[src/rtl/led_pkg.sv]
// Shared LED-block definitions: pattern mode encodings and the PWM dimmer counter width.
package led_pkg;

    typedef enum logic [1:0] {
        MODE_RUN_L    = 2'b00,
        MODE_RUN_R    = 2'b01,
        MODE_PINGPONG = 2'b10,
        MODE_BLINK    = 2'b11
    } mode_e;

    localparam int PWM_W = 4;

endpackage

[src/rtl/led_tick_gen.sv]
// Step prescaler for LED blocks: counts 0..TICK_DIV-1 while enabled and not paused,
// and asserts Tick in the cycle the counter wraps.
module led_tick_gen #(
    parameter int TICK_DIV = 20
) (
    input  logic CLK,
    input  logic RSTn,
    input  logic En,
    input  logic Pause,
    output logic Tick
);

    localparam int            CW   = $clog2(TICK_DIV);
    localparam logic [CW-1:0] LAST = CW'(TICK_DIV - 1);

    logic [CW-1:0] r_cnt;
    logic          w_last;

    assign w_last = (r_cnt == LAST);
    assign Tick   = En && !Pause && w_last;

    // NOTE: sequential state uses non-blocking assignments so every register samples pre-edge values.
    always_ff @(posedge CLK or negedge RSTn) begin
        if (!RSTn) begin
            r_cnt <= '0;
        end else if (!En) begin
            r_cnt <= '0;
        end else if (!Pause) begin
            r_cnt <= w_last ? '0 : r_cnt + 1'b1;
        end
    end

endmodule

[src/rtl/led_run_ctrl.sv]
// LED running-light controller: run-left, run-right, ping-pong and all-blink patterns stepped by a prescaler.
// Optional macro LED_RUN_PWM_DIM_EN adds a Duty input and a 4-bit PWM dimmer on LED_Out.
module led_run_ctrl
    import led_pkg::*;
#(
    parameter int N_LED    = 4,
    parameter int TICK_DIV = 20
) (
    input  logic             CLK,
    input  logic             RSTn,
    input  logic             En,
    input  logic             Pause,
    input  logic [1:0]       Mode,
`ifdef LED_RUN_PWM_DIM_EN
    input  logic [PWM_W-1:0] Duty,
`endif
    output logic [N_LED-1:0] LED_Out,
    output logic             Step_Pulse
);

    localparam int            PW      = (N_LED > 1) ? $clog2(N_LED) : 1;
    localparam logic [PW-1:0] POS_MAX = PW'(N_LED - 1);

    logic             w_tick;
    mode_e            w_mode;
    logic [PW-1:0]    r_pos, w_pos_d;
    logic             r_dir, w_dir_d;
    logic             r_blink, w_blink_d;
    logic             r_active;
    logic [N_LED-1:0] r_pat, w_pat_d;
    logic             r_step;

    led_tick_gen #(
        .TICK_DIV(TICK_DIV)
    ) u_tick_gen (
        .CLK  (CLK),
        .RSTn (RSTn),
        .En   (En),
        .Pause(Pause),
        .Tick (w_tick)
    );

    assign w_mode = mode_e'(Mode);

    // NOTE: every combinational output gets a default first so no latch is inferred.
    always_comb begin
        w_pos_d   = r_pos;
        w_dir_d   = r_dir;
        w_blink_d = r_blink;
        w_pat_d   = r_pat;
        if (!En) begin
            w_pos_d   = '0;
            w_dir_d   = 1'b0;
            w_blink_d = 1'b0;
            w_pat_d   = '0;
        end else if (!r_active) begin
            // First enabled cycle shows the start position without stepping.
            w_pat_d = (w_mode == MODE_BLINK) ? '0 : N_LED'(1);
        end else if (w_tick) begin
            case (w_mode)
                MODE_RUN_L: w_pos_d = (r_pos == POS_MAX) ? '0 : r_pos + 1'b1;
                MODE_RUN_R: w_pos_d = (r_pos == '0) ? POS_MAX : r_pos - 1'b1;
                MODE_PINGPONG: begin
                    if (N_LED == 1) begin
                        w_pos_d = '0;
                    end else if (!r_dir) begin
                        w_dir_d = (r_pos == POS_MAX);
                        w_pos_d = (r_pos == POS_MAX) ? r_pos - 1'b1 : r_pos + 1'b1;
                    end else begin
                        w_dir_d = (r_pos != '0);
                        w_pos_d = (r_pos == '0) ? r_pos + 1'b1 : r_pos - 1'b1;
                    end
                end
                default: w_blink_d = !r_blink;
            endcase
            w_pat_d = (w_mode == MODE_BLINK) ? {N_LED{w_blink_d}} : (N_LED'(1) << w_pos_d);
        end
    end

    always_ff @(posedge CLK or negedge RSTn) begin
        if (!RSTn) begin
            r_pos    <= '0;
            r_dir    <= 1'b0;
            r_blink  <= 1'b0;
            r_active <= 1'b0;
            r_pat    <= '0;
            r_step   <= 1'b0;
        end else begin
            r_pos    <= w_pos_d;
            r_dir    <= w_dir_d;
            r_blink  <= w_blink_d;
            r_active <= En;
            r_pat    <= w_pat_d;
            r_step   <= w_tick;
        end
    end

`ifdef LED_RUN_PWM_DIM_EN
    logic [PWM_W-1:0] r_pwm, w_pwm_d;
    logic [N_LED-1:0] r_led;

    assign w_pwm_d = r_pwm + 1'b1;

    // Mask the next pattern with the next PWM phase so LED_Out stays a plain register with no added latency.
    always_ff @(posedge CLK or negedge RSTn) begin
        if (!RSTn) begin
            r_pwm <= '0;
            r_led <= '0;
        end else begin
            r_pwm <= w_pwm_d;
            r_led <= w_pat_d & {N_LED{w_pwm_d < Duty}};
        end
    end

    assign LED_Out = r_led;
`else
    assign LED_Out = r_pat;
`endif

    assign Step_Pulse = r_step;

endmodule

[config.mk]
export PLATFORM = sky130hd
export DESIGN_NAME = led_run_ctrl
export DESIGN_NICKNAME = d
export VERILOG_FILES = /design/src/rtl/led_pkg.sv /design/src/rtl/led_tick_gen.sv /design/src/rtl/led_run_ctrl.sv
export SDC_FILE = /design/constraint.sdc
export NUM_CORES = 1
export LEC_CHECK = 0
export CORE_UTILIZATION = 40
export DETAILED_ROUTE_END_ITERATION = 8
export SLEW_MARGIN = 15
export SYNTH_ARGS = -nofsm -noshare
export SYNTH_HDL_FRONTEND = slang
export SYNTH_SLANG_ARGS = --single-unit
[constraint.sdc]
create_clock -name CLK -period 2 [get_ports CLK]
set_input_delay 0.6 -clock CLK [delete_from_list [all_inputs] [get_ports CLK]]
set_output_delay 0.6 -clock CLK [all_outputs]
set_load 0.05 [all_outputs]
==> results.toml <==
[timing]
relSlewSlack = 0.796
finalSetupTns_ns = 0
setup_viol = 0
fin_skew_ns = 0.00136
rsz0062_at_grt = "no"
worstMarginPinSlew_ns = 0.306
final-max-slew-violation-count = 0
fin_ws_ns = 0.140
min_period_ns = 1.86
holdWs_ns = 0.510
hold_viol_final = 0
period_share = 0.930
fmax_mhz = 538

[placed_design]
hpwl_um = 1480
gp_congestion = 0.842
dp_slack_ns = -0.179
port_buffers = 10

[clock_tree]
clock_sinks = 15
post_cts_resized = 0
numCtsBuffers = 3
clock_latency_ns = 0.28
ctsHtreeMaxLevel = 1
cts_buffer_depth = 2
clkSlewWorstSetupHoldPaths_ns = 0.09
cts_root_buf = "clkbuf_4"
cts_tree = "built"
postCtsSetupBuffers = 0
ctsHoldBuffers = 0

[routing]
drt-pass1-iter-count = 4
dr.first_iter.drc_count = 15
viasPerCell = 5.30
drt_wl_total_um = 1870
wl_per_cell_um = 12.7
drc = 0
ant_nets = 0
vias = 779

[setup_path]
crit_arrival_ns = 2.07
path_class = "primary input to flip-flop"
critPathRequiredTime_ns = 2.21
start_kind = "primary input"
end_kind = "flip-flop"
cp_max_fo = 5

[run_status]
status = "completed"

[die]
fp.dieH_um = 49.7
pin_count = 11
die_w_um = 49.7
placementRows = 16
die-area_mm2 = 0.00247
start_util = 0.445
coreArea_mm2 = 0.00204

[power]
leakage_nw = 0.542
power_mw = 0.570
irDropWorstVdd_mv = 0.374
powerDensity_mw_per_mm2 = 489

[final_layout]
final_nets = 131
multi_input_area_um2 = 510
fillers = 185
syn_to_final_growth_pct = 28.2
regArea_um2 = 375
diodes = 0
drive_above_1_share = 0.250

[logic_synthesis]
synth_warnings = 0
netlist_instances = 93
ys_types = 35
syn-cell-area_um2 = 908
syn_area_per_cell_um2 = 9.77
syn-num-nets = 103
synth-edff-count = 0
synth_flop_cell = "dfrtp_1"
synthArstFlopShare = 1.00
seq_area_frac_synth = 0.413
yosys_register_bits = 15

[global_routing]
grt_overflow = 0
antenna_found_initial = 0
grt_pass1_wl_um = 3170
grt_max_degree = 16
grt_usage = 0.171
first_global_vias = 727

[worst_hold_path]
hold_path_class = "flip-flop to flip-flop"

[job]
cap_violations = 0
[cell usage after synthesis, types with 4 or more instances]
cell type,n,area [µm²]
a21oi_1,5,25.0
dfrtp_1,15,375
ha_1,4,50.1
nand2_1,6,22.5
nand2b_1,4,25.0
nor2_1,4,15.0
nor2b_1,4,25.0
o21ai_0,8,40.0
[sequential cells by signal (all words and copies together) (netlist names)]
| name | cells |
|---|---|
| u_tick_gen.r_cnt | 5 |
| LED_Out | 4 |
| r_pos | 2 |
| Step_Pulse | 1 |
| r_active | 1 |
| r_blink | 1 |
| r_dir | 1 |
[area by class of cell]
cell class | count | share of cell area
Inverter | 3 | 0.00967
Multi-Input combinational cell | 72 | 0.438
Timing Repair Buffer | 26 | 0.178
Sequential cell | 15 | 0.322
Clock buffer | 4 | 0.0226
Tap cell | 27 | 0.0290
[through the flow]
| stage | util | std cells | cell area (µm²) |
|---|---|---|---|
| floorplan | - | 93 | 908 |
| global placement | 0.558 | 143 | 1140 |
| finish | 0.570 | 147 | 1160 |
| CTS | 0.570 | 147 | 1160 |
| global route | 0.570 | 147 | 1160 |
| detailed placement | 0.558 | 143 | 1140 |
[final timing paths]
path,from,to,slack (ns),depth (start not counted)
worst max-delay path,Pause,r_dir$_DFFE_PN0P_,0.14,5
worst min-delay path,LED_Out[2]$_DFFE_PN0P_,LED_Out[2]$_DFFE_PN0P_,0.51,1
worst max register to register,u_tick_gen.r_cnt[0]$_DFFE_PN0P_,r_dir$_DFFE_PN0P_,0.19,5
worst min register to register,LED_Out[2]$_DFFE_PN0P_,LED_Out[2]$_DFFE_PN0P_,0.51,1
max in group asynchronous,RSTn,r_dir$_DFFE_PN0P_,1.20,2
min in group asynchronous,RSTn,LED_Out[3]$_DFFE_PN0P_,0.63,2
[cells by family (layout without fill, tap and decap cells)]
family / Yosys count / count (layout) / share of synthesized area
AO/OA/AOI/OAI: 28 / 28 / 0.214
XOR/XNOR: 1 / 1 / 0.00964
adder cells (fa/ha/maj): 4 / 4 / 0.0551
buffers and inverters: 6 / 33 / 0.0248
flip-flops: 15 / 15 / 0.413
multiplexers: 1 / 1 / 0.0110
AND/OR/NAND/NOR: 38 / 38 / 0.273
[layout by cell type (no fill, tap or decap), types with 3 or more instances in the layout]
cell type,n
clkdlybuf4s50_1,5
nand2b_1,4
and3_1,3
clkbuf_4,3
nor2_1,4
nand2_1,6
buf_4,21
inv_1,3
o21ai_0,8
dfrtp_1,15
ha_1,4
and2_1,3
nor2b_1,4
nand3_1,3
a21oi_1,5
[where the power goes]
part	internal, mW	total (mW)	switching, mW	leakage (nW)
logic	0.0395	0.0798	0.0403	0.322
clock network	0.0774	0.175	0.0981	0.0150
registers	0.309	0.315	0.00586	0.205
total	0.426	0.570	0.144	0.542
[critical path, cell delays in order]
cell and delay [ns]:
clkdlybuf4s50_1 0.42, nor2b_1 0.25, nand4_4 0.15, or4_1 0.48
a21oi_1 0.16
[metal layers]
layer  vias up  global-route usage  share of wire
met5         -                   0              0
met4         0              0.0571              0
li1        397                   -              -
met2        10               0.275           0.46
met3         0              0.0370          0.027
met1       372               0.225           0.51
Note: power is estimated with default switching activity, not from simulation.
